<file path="src/rtl/vga_pkg.sv">
// Shared definitions for the VGA raster/test-pattern block: mode codes, default
// 800x600@60 timing (40 MHz pixel clock), colour widths and the colour-bar table.
// No logic of its own; latency and backpressure do not apply.
package vga_pkg;

    // Default 800x600@60 timing
    localparam int H_ACTIVE_DEF = 800;
    localparam int H_FP_DEF     = 40;
    localparam int H_SYNC_DEF   = 128;
    localparam int H_BP_DEF     = 88;
    localparam int V_ACTIVE_DEF = 600;
    localparam int V_FP_DEF     = 1;
    localparam int V_SYNC_DEF   = 4;
    localparam int V_BP_DEF     = 23;

    localparam int CW_DEF = 4;   // bits per colour channel (12-bit DVI PMOD)
    localparam int XW_DEF = 11;
    localparam int YW_DEF = 10;

    typedef enum logic [1:0] {
        MODE_BARS     = 2'd0,
        MODE_CHECKER  = 2'd1,
        MODE_GRADIENT = 2'd2,
        MODE_SOLID    = 2'd3
    } mode_e;

    // Bar colours left to right as {r,g,b} on/off flags: W,Y,C,G,M,R,B,K
    function automatic logic [2:0] bar_rgb(input logic [2:0] idx);
        logic [2:0] c;
        case (idx)
            3'd0:    c = 3'b111;
            3'd1:    c = 3'b110;
            3'd2:    c = 3'b011;
            3'd3:    c = 3'b010;
            3'd4:    c = 3'b101;
            3'd5:    c = 3'b100;
            3'd6:    c = 3'b001;
            default: c = 3'b000;
        endcase
        return c;
    endfunction

endpackage

</file>
<file path="src/rtl/video_timing_counter.sv">
// Raster counters hc/vc with decoded active/hs/vs flags and frame-start strobe.
// Flags are combinational from the counter registers (zero cycles); the caller registers them.
// No backpressure: free-running while enable_i=1, parked at (0,0) while enable_i=0.
//
// Ports: clk, reset_n (async, active low), enable_i; hc_o/vc_o raster position;
//        active_o, hs_o, vs_o (polarity applied), frame_start_o (high at (0,0)).
//        All flags are forced to their idle values while enable_i=0.
module video_timing_counter #(
    parameter int H_ACTIVE = 800,
    parameter int H_FP     = 40,
    parameter int H_SYNC   = 128,
    parameter int H_BP     = 88,
    parameter int V_ACTIVE = 600,
    parameter int V_FP     = 1,
    parameter int V_SYNC   = 4,
    parameter int V_BP     = 23,
    parameter bit HS_POL   = 1'b1,
    parameter bit VS_POL   = 1'b1,
    parameter int XW       = 11,
    parameter int YW       = 10
) (
    input  logic          clk,
    input  logic          reset_n,
    input  logic          enable_i,
    output logic [XW-1:0] hc_o,
    output logic [YW-1:0] vc_o,
    output logic          active_o,
    output logic          hs_o,
    output logic          vs_o,
    output logic          frame_start_o
);

    localparam int H_TOTAL = H_ACTIVE + H_FP + H_SYNC + H_BP;
    localparam int V_TOTAL = V_ACTIVE + V_FP + V_SYNC + V_BP;

    logic [XW-1:0] hc_q, hc_d;
    logic [YW-1:0] vc_q, vc_d;
    logic          in_hs, in_vs;

    always_comb begin
        hc_d = hc_q;
        vc_d = vc_q;
        if (!enable_i) begin
            hc_d = '0;
            vc_d = '0;
        end else if (hc_q == XW'(H_TOTAL - 1)) begin
            hc_d = '0;
            vc_d = (vc_q == YW'(V_TOTAL - 1)) ? '0 : vc_q + YW'(1);
        end else begin
            hc_d = hc_q + XW'(1);
        end
    end

    always_ff @(posedge clk or negedge reset_n) begin
        if (!reset_n) begin
            hc_q <= '0;
            vc_q <= '0;
        end else begin
            hc_q <= hc_d;
            vc_q <= vc_d;
        end
    end

    // vs depends on vc only, so it naturally switches at hc=0
    assign in_hs = (hc_q >= XW'(H_ACTIVE + H_FP)) && (hc_q < XW'(H_ACTIVE + H_FP + H_SYNC));
    assign in_vs = (vc_q >= YW'(V_ACTIVE + V_FP)) && (vc_q < YW'(V_ACTIVE + V_FP + V_SYNC));

    assign hc_o          = hc_q;
    assign vc_o          = vc_q;
    assign active_o      = enable_i && (hc_q < XW'(H_ACTIVE)) && (vc_q < YW'(V_ACTIVE));
    assign hs_o          = (enable_i && in_hs) ? HS_POL : ~HS_POL;
    assign vs_o          = (enable_i && in_vs) ? VS_POL : ~VS_POL;
    assign frame_start_o = enable_i && (hc_q == '0) && (vc_q == '0);

endmodule

</file>
<file path="src/rtl/vga_pattern_generator.sv">
// Raster timing generator plus test-pattern source (bars/checker/gradient/white) for a 12-bit DVI PMOD.
// Latency: one register stage from raster counters to every output; all outputs aligned.
// No backpressure: pixel stream is free-running; i_enable=0 parks the raster at idle.
//
// Ports: clk, reset_n (async, active low), i_enable, i_mode[1:0];
//        o_r/o_g/o_b[CW], o_hs, o_vs, o_de, o_x[XW], o_y[YW], o_frame_start, o_frame_count[8].
// Build option: define PATTERN_SCROLL_EN to scroll the pattern x coordinate by o_frame_count.
module vga_pattern_generator
    import vga_pkg::*;
#(
    parameter int H_ACTIVE = H_ACTIVE_DEF,
    parameter int H_FP     = H_FP_DEF,
    parameter int H_SYNC   = H_SYNC_DEF,
    parameter int H_BP     = H_BP_DEF,
    parameter int V_ACTIVE = V_ACTIVE_DEF,
    parameter int V_FP     = V_FP_DEF,
    parameter int V_SYNC   = V_SYNC_DEF,
    parameter int V_BP     = V_BP_DEF,
    parameter bit HS_POL   = 1'b1,
    parameter bit VS_POL   = 1'b1,
    parameter int CW       = CW_DEF,
    parameter int XW       = XW_DEF,
    parameter int YW       = YW_DEF
) (
    input  logic          clk,
    input  logic          reset_n,
    input  logic          i_enable,
    input  logic [1:0]    i_mode,
    output logic [CW-1:0] o_r,
    output logic [CW-1:0] o_g,
    output logic [CW-1:0] o_b,
    output logic          o_hs,
    output logic          o_vs,
    output logic          o_de,
    output logic [XW-1:0] o_x,
    output logic [YW-1:0] o_y,
    output logic          o_frame_start,
    output logic [7:0]    o_frame_count
);

    localparam int BAR_W = H_ACTIVE / 8;

    logic [XW-1:0] hc;
    logic [YW-1:0] vc;
    logic          active, hs, vs, frame_start;

    video_timing_counter #(
        .H_ACTIVE (H_ACTIVE), .H_FP (H_FP), .H_SYNC (H_SYNC), .H_BP (H_BP),
        .V_ACTIVE (V_ACTIVE), .V_FP (V_FP), .V_SYNC (V_SYNC), .V_BP (V_BP),
        .HS_POL   (HS_POL),   .VS_POL (VS_POL), .XW (XW), .YW (YW)
    ) u_timing (
        .clk           (clk),
        .reset_n       (reset_n),
        .enable_i      (i_enable),
        .hc_o          (hc),
        .vc_o          (vc),
        .active_o      (active),
        .hs_o          (hs),
        .vs_o          (vs),
        .frame_start_o (frame_start)
    );

    mode_e         mode_q, mode_d;
    logic [7:0]    frame_count_q, frame_count_d;
    logic          seen_frame_q, seen_frame_d;
    logic [XW-1:0] px;
    logic [XW-1:0] bar_idx_full;
    logic [2:0]    bar_idx;
    logic [2:0]    bar_col;
    logic [CW-1:0] r_d, g_d, b_d;
    logic [CW-1:0] r_q, g_q, b_q;
    logic          hs_q, vs_q, de_q, fs_q;
    logic [XW-1:0] x_q;
    logic [YW-1:0] y_q;

    // The _d values are used for the pattern so that the frame-start pixel
    // already shows the new mode and the new frame count.
    always_comb begin
        mode_d        = mode_q;
        frame_count_d = frame_count_q;
        seen_frame_d  = seen_frame_q;
        if ((hc == '0) && (vc == '0)) begin
            mode_d = mode_e'(i_mode);
        end
        // The first frame after reset keeps count 0; later frame starts advance it.
        if (frame_start) begin
            seen_frame_d = 1'b1;
            if (seen_frame_q) begin
                frame_count_d = frame_count_q + 8'd1;
            end
        end
    end

`ifdef PATTERN_SCROLL_EN
    logic [XW+8:0] px_sum;
    assign px_sum = (XW+9)'(hc) + (XW+9)'(frame_count_d);
    assign px     = XW'(px_sum % (XW+9)'(H_ACTIVE));
`else
    assign px = hc;
`endif

    // A remainder beyond 8 whole bars belongs to the last (black) bar
    assign bar_idx_full = px / XW'(BAR_W);
    assign bar_idx      = (bar_idx_full > XW'(7)) ? 3'd7 : bar_idx_full[2:0];
    assign bar_col      = bar_rgb(bar_idx);

    always_comb begin
        r_d = '0;
        g_d = '0;
        b_d = '0;
        if (active) begin
            case (mode_d)
                MODE_BARS: begin
                    r_d = {CW{bar_col[2]}};
                    g_d = {CW{bar_col[1]}};
                    b_d = {CW{bar_col[0]}};
                end
                MODE_CHECKER: begin
                    r_d = {CW{px[5] ^ vc[5]}};
                    g_d = {CW{px[5] ^ vc[5]}};
                    b_d = {CW{px[5] ^ vc[5]}};
                end
                MODE_GRADIENT: begin
                    r_d = CW'(px >> 4);
                    g_d = CW'(vc >> 4);
                    b_d = CW'((px + XW'(vc)) >> 4);
                end
                default: begin
                    r_d = '1;
                    g_d = '1;
                    b_d = '1;
                end
            endcase
        end
    end

    always_ff @(posedge clk or negedge reset_n) begin
        if (!reset_n) begin
            mode_q        <= MODE_BARS;
            frame_count_q <= 8'd0;
            seen_frame_q  <= 1'b0;
            r_q           <= '0;
            g_q           <= '0;
            b_q           <= '0;
            hs_q          <= ~HS_POL;
            vs_q          <= ~VS_POL;
            de_q          <= 1'b0;
            fs_q          <= 1'b0;
            x_q           <= '0;
            y_q           <= '0;
        end else begin
            mode_q        <= mode_d;
            frame_count_q <= frame_count_d;
            seen_frame_q  <= seen_frame_d;
            r_q           <= r_d;
            g_q           <= g_d;
            b_q           <= b_d;
            hs_q          <= hs;
            vs_q          <= vs;
            de_q          <= active;
            fs_q          <= frame_start;
            // Counters may still hold a mid-line value on the cycle enable drops
            x_q           <= i_enable ? hc : '0;
            y_q           <= i_enable ? vc : '0;
        end
    end

    assign o_r           = r_q;
    assign o_g           = g_q;
    assign o_b           = b_q;
    assign o_hs          = hs_q;
    assign o_vs          = vs_q;
    assign o_de          = de_q;
    assign o_x           = x_q;
    assign o_y           = y_q;
    assign o_frame_start = fs_q;
    assign o_frame_count = frame_count_q;

endmodule
</file>
<file path="config.mk">
export PLATFORM = sky130hd
export DESIGN_NAME = vga_pattern_generator
export DESIGN_NICKNAME = d
export VERILOG_FILES = /design/src/rtl/vga_pkg.sv /design/src/rtl/video_timing_counter.sv /design/src/rtl/vga_pattern_generator.sv
export SDC_FILE = /design/constraint.sdc
export NUM_CORES = 1
export LEC_CHECK = 0
export CELL_PAD_IN_SITES_DETAIL_PLACEMENT = 0
export CELL_PAD_IN_SITES_GLOBAL_PLACEMENT = 1
export CORE_UTILIZATION = 43
export DETAILED_ROUTE_END_ITERATION = 10
export GPL_ROUTABILITY_DRIVEN = 0
export MAX_ROUTING_LAYER = met4
export PLACE_DENSITY_LB_ADDON = 0.05
export SKIP_CTS_REPAIR_TIMING = 1
export SLEW_MARGIN = 20
export SYNTH_ARGS = -nofsm -noshare
export SYNTH_HDL_FRONTEND = slang
export SYNTH_HIERARCHICAL = 1
export SYNTH_SLANG_ARGS = --single-unit
</file>
<file path="constraint.sdc">
create_clock -name clk -period 4 [get_ports clk]
set_clock_uncertainty 0.15 [all_clocks]
set_input_delay 0.8 -clock clk [delete_from_list [all_inputs] [get_ports clk]]
set_output_delay 0.8 -clock clk [all_outputs]
set_load 0.05 [all_outputs]
</file>
* Word level (Yosys, flattened, before mapping)
Cells that the tools add are included.
Operators by class: add/sub/neg operators 4, div/mod/pow operators 1, magnitude comparators 7, eq/ne operators 11, multiplexer cells 18, bitwise logic cells 1, reductions and logical operators 14
Operator list (number):
- $mux 10 | 4
- $pmux 4 s3 | 3
- $mux 11 | 3
- $lt 11x10->1 const B | 2
- $pmux 3 s7 | 1
- $lt 10x10->1 const B | 2
- $mux 4 | 3
- $add 11x1->11 const B | 1
- $div 11x7->11 const B | 1
- $eq 11x11->1 const B | 1
- $ge 11x10->1 const B | 1
- $gt 11x3->1 const B | 1
- $logic_not 11->1 | 1
- $add 10x1->10 const B | 1
- $eq 10x10->1 const B | 1
- $ge 10x10->1 const B | 1
- $logic_not 10->1 | 1
- $eq 3x3->1 const B | 3
- $logic_and 1x1->1 | 9
- $add 8x1->8 const B | 1
- $add 8x8->8 | 1
- $eq 3x2->1 const B | 2
- $eq 3x1->1 const B | 1
- $logic_not 3->1 | 1
- 9 further kinds | 10
Storage, ports and cells: register bits after elaboration 69, input bits 5

* Logic depth before layout (Yosys ltp)
depth after elaboration 7, mapped depth 11, depth with buffers taken out 10

* Hierarchy
The synthesis kept the hierarchy.
Modules (own cells, without submodules):
- vga_pattern_generator | times used 1, cells an instance 281, area an instance 2806.4 um2, seq. area each 1201.2 um2
- video_timing_counter | times used 1, cells an instance 144, area an instance 1291.2 um2, seq. area each 525.5 um2

* Least setup slack after synthesis
No wires, ideal clock.
kind register to register, start reg u_timing.hc_q[7], in the netlist u_timing/hc_o[7], end reg b_q[2], in the netlist o_b[2], library setup time 128 ps, arrival time 2496 ps, path slack 1226 ps, cell stages (with the launch flop) 11, buffers on the path 1, period minus slack after synthesis 2774 ps, path through dfrtp_1 -> buf_6 -> nor3_2 -> nand4_2 -> nor4_4 -> mux2i_1 -> inv_1 -> o21ai_1 -> o21ai_0 -> o31ai_1 -> a21oi_1
Between the ends: word-level cells in the longest chain between the ends 7, elaborated cells between the ends (all ways) 22
RTL lines:
- start: declaration | line video_timing_counter.sv:36 | logic [XW-1:0] hc_q, hc_d;
- start signal: assignment | line video_timing_counter.sv:56 | hc_q <= '0;
- start signal: assignment | line video_timing_counter.sv:59 | hc_q <= hc_d;
- $div 11x7->11 | line vga_pattern_generator.sv:103 | assign bar_idx_full = px / XW'(BAR_W);
- $gt 11x3->1 | line vga_pattern_generator.sv:104 | assign bar_idx = (bar_idx_full > XW'(7)) ? 3'd7 : bar_idx_full[2:0];
- $mux 3 | line vga_pattern_generator.sv:104
- $eq 3x3->1, or another cell as far along | line vga_pkg.sv:30 | case (idx)
- $pmux 3 s7 | line vga_pkg.sv:30
- $pmux 4 s3 | line vga_pattern_generator.sv:112 | case (mode_d)
- $mux 4 (*) | line vga_pattern_generator.sv:111 | if (active) begin
- via b_d[2] | line vga_pattern_generator.sv:70 | logic [CW-1:0] r_d, g_d, b_d;
- end signal: assignment | line vga_pattern_generator.sv:144 | b_q <= '0;
- end signal: assignment | line vga_pattern_generator.sv:157 | b_q <= b_d;
- end: declaration | line vga_pattern_generator.sv:71 | logic [CW-1:0] r_q, g_q, b_q;
The timed path passes the listed nets; every way through them passes the cells marked *. A chain may end at the register's enable or synchronous reset.

* Worst setup path in the final report
start reg u_timing.hc_q[10], in the netlist u_timing/hc_o[10], end reg b_q[2], in the netlist o_b[2]
The elaborated chain is that of the path after synthesis.

==> metrics.txt <==
Area after DPL=4720 um2; initial antenna violation count=0; fillers=849; Startpoint Class=register; Rows=35; Peak VDD IR=0.000256 V; die width=99.6 um; Crit path buffers/inverters=1; top cells by area, synth=dfrtp_1 42%, and2_1 4.4%, ha_1 3.7%; Top Usage Layer GRT=met2; core area=9240 um2; Max FO, Critical Path=28; Pleak=2.06 nW; delay-heaviest family, CP=compound AO/OA/AOI/OAI gates; Tcrit/Tclk final=0.873; Async S/R FF share, synth=1.00; Fmax achieved=286 MHz; drt first pass iters=5; #FFs+latches synth=69; Slew headroom=0.408; Hold Crit Class=in2async; first-pass GRT wire length=17500 um; Gate Count Post-Synth=425; maxcap violations=0; Mapped Area=4100 um2; crit-path max cell delay=710 ps; Clock Latency Late Sink=350 ps; Worst Max-Slew Pin Slew=888 ps; vias in the first global route=3350; clock transition at the registers of the reported paths=90 ps; placed cells=600; Num CTS Buffers=9; slowest CP cell=dfrtp_1; EDFF count, synth=0; Worst EP required=4070 ps; Seq/Total Area, Yosys=0.421; Arr. time, crit path=3560 ps; Max Slew Vio Count=0; port bufs=49; Syn Area/Cell=9.64 um2; total global routing track utilization=0.232; initial DRC count=159; Initial Utilization=0.443; CTS tree=built; DRC=0; critical path endpoint category=register; synth warn=6; nets=499; CTS Sinks=69; Via Count=3511; Pint=1.22 mW; Period minus WS final=3490 ps; CP Cell Sequence=or4_1 -> nor4_4 -> mux2i_1 -> inv_1 -> o21ai_1 -> o21ai_0 -> o31ai_1 -> a21oi_1; Logic pwr share=0.262; Hold Vio Cnt, Final=0; layout cells sized above 1=0.117; Die Area=9920 um2; Top FF cell, synth=dfrtp_1; WHS=228 ps; Synth area leader=dfrtp_1; Synth top area share=0.421; met3 GRT Util=0.0302; final instance area=4920 um2; Setup-failing EPs final=0; Syn Nets=442; Congestion Overflow GR=0; Clock power frac=0.313; CTS root buf=clkbuf_8; post-route ant nets=0; post-DR wirelength/cell=16.7 um; switching part of the total power=0.356; NetSw=0.678 mW; met1 Usage GRT=0.312; setup_tns=0 ps; area grow syn2layout=20.2%; die span in y=99.6 um; critical path type=reg2reg; DR vias/cell=5.70; CTS Buffer Depth=2; run status=completed; grt met2 use=0.363; # IOs=50; Seq pwr share=0.425; power per cell area=386 nW/um2; final antenna diode count=0; Post-DP HPWL=7160 um; fin cells=616; WL final=10300 um; pin count of the biggest net entering global routing=50; RSZ-0062 raised after global routing=false; H-tree depth=3; Synth cell types=74
==> metrics by stage <==
step	utilization	worst slack, ps	total power, mW
2_1_floorplan	-	1230	1.15
3_3_place_gp	0.511	711	1.32
3_5_place_dp	0.511	592	1.32
4_1_cts	0.533	544	1.93
5_1_grt	0.533	115	1.99
6_report	0.533	508	1.90
==> path summary, 6_finish.rpt <==
kind,startpoint,to,slack [ps],depth (start not counted)
max reg2reg,u_timing/hc_o[10],o_b[2],510,8
max,u_timing/hc_o[10],o_b[2],510,8
min,reset_n,o_frame_count[0],230,1
max in group asynchronous,reset_n,mode_q[0],2450,2
min in group clk,o_frame_count[7],o_frame_count[7],320,1
min reg2reg,o_frame_count[7],o_frame_count[7],320,1
==> cell families after synthesis <==
| group | share of synthesized area |
|---|---|
| compound gates | 0.197 |
| xor+xnor | 0.0385 |
| fa+ha+maj | 0.0366 |
| buf+inv | 0.0489 |
| flops | 0.421 |
| mux | 0.0131 |
| simple gates | 0.245 |
==> cell usage after synthesis (3+ instances only) <==
library cell  instances
nor2_1               29
clkbuf_1              4
or3_1                 9
or4_1                 3
o211ai_1              6
nor3_1               17
mux2_2                3
o31ai_1               8
nor3_2                3
inv_1                18
or2_2                 4
a31oi_1               8
o21ai_1               4
buf_6                 7
dfrtp_1              69
ha_1                 12
nand3b_1              3
nand4_1              10
buf_2                 4
nand2_1              25
a21oi_1              25
xnor2_1              11
nand3_1              14
and2_1               29
nand2b_1              4
and3_1                6
nor4_1                7
xor2_1                7
o21ai_0              19
==> cell usage in the layout, fill, tap and decap left out, types with 3 or more instances in the layout <==
| master | n |
|---|---|
| nor4_1 | 7 |
| xor2_1 | 7 |
| clkbuf_8 | 9 |
| nor3_1 | 17 |
| a31oi_1 | 8 |
| clkdlybuf4s50_1 | 48 |
| mux2_2 | 3 |
| buf_4 | 14 |
| nand3b_1 | 3 |
| nand3_1 | 14 |
| nor3_2 | 3 |
| and2_1 | 29 |
| or2_2 | 4 |
| o21ai_0 | 19 |
| nand2_1 | 25 |
| o211ai_1 | 6 |
| o21ai_1 | 4 |
| a21oi_1 | 25 |
| ha_1 | 12 |
| nor2_1 | 29 |
| nand2b_1 | 4 |
| xnor2_1 | 11 |
| or4_1 | 3 |
| nand4_1 | 10 |
| o31ai_1 | 8 |
| dfrtp_1 | 69 |
| inv_1 | 18 |
| or3_1 | 9 |
| and3_1 | 6 |
==> metal layers <==
metal,wire length (um),vias to the layer above
met5,0,-
met4,148,0
met3,454,13
met2,4760,99
met1,4930,1712
li1,-,1687
==> state kept, by name (all words and copies together), names as in the netlist <==
signal / flops
mode_q: 2
o_b: 4
o_de: 1
o_frame_count: 8
o_frame_start: 1
o_g: 4
o_hs: 1
o_r: 4
o_vs: 1
o_x: 11
o_y: 10
seen_frame_q: 1
u_timing/hc_o: 11
u_timing/vc_o: 10
==> layout make-up <==
| type | instances | area, um2 | share of cell area |
|---|---|---|---|
| Multi-Input combinational cell | 320 | 2170 | 0.441 |
| Sequential cell | 69 | 1730 | 0.351 |
| Timing Repair Buffer | 63 | 591 | 0.120 |
| Tap cell | 129 | 161 | 0.0328 |
| Clock buffer | 9 | 124 | 0.0252 |
| Clock inverter | 7 | 80.1 | 0.0163 |
| Inverter | 19 | 71.3 | 0.0145 |
==> power by group through the flow <==
stage | clock network (mW) | registers (mW) | logic [mW]
2_1_floorplan | 0 | 1.00 | 0.147
3_3_place_gp | 0 | 0.820 | 0.497
3_5_place_dp | 0 | 0.823 | 0.501
4_1_cts | 0.614 | 0.809 | 0.503
5_1_grt | 0.641 | 0.817 | 0.535
6_report | 0.595 | 0.809 | 0.499
Power figures use the tool's default switching activity.
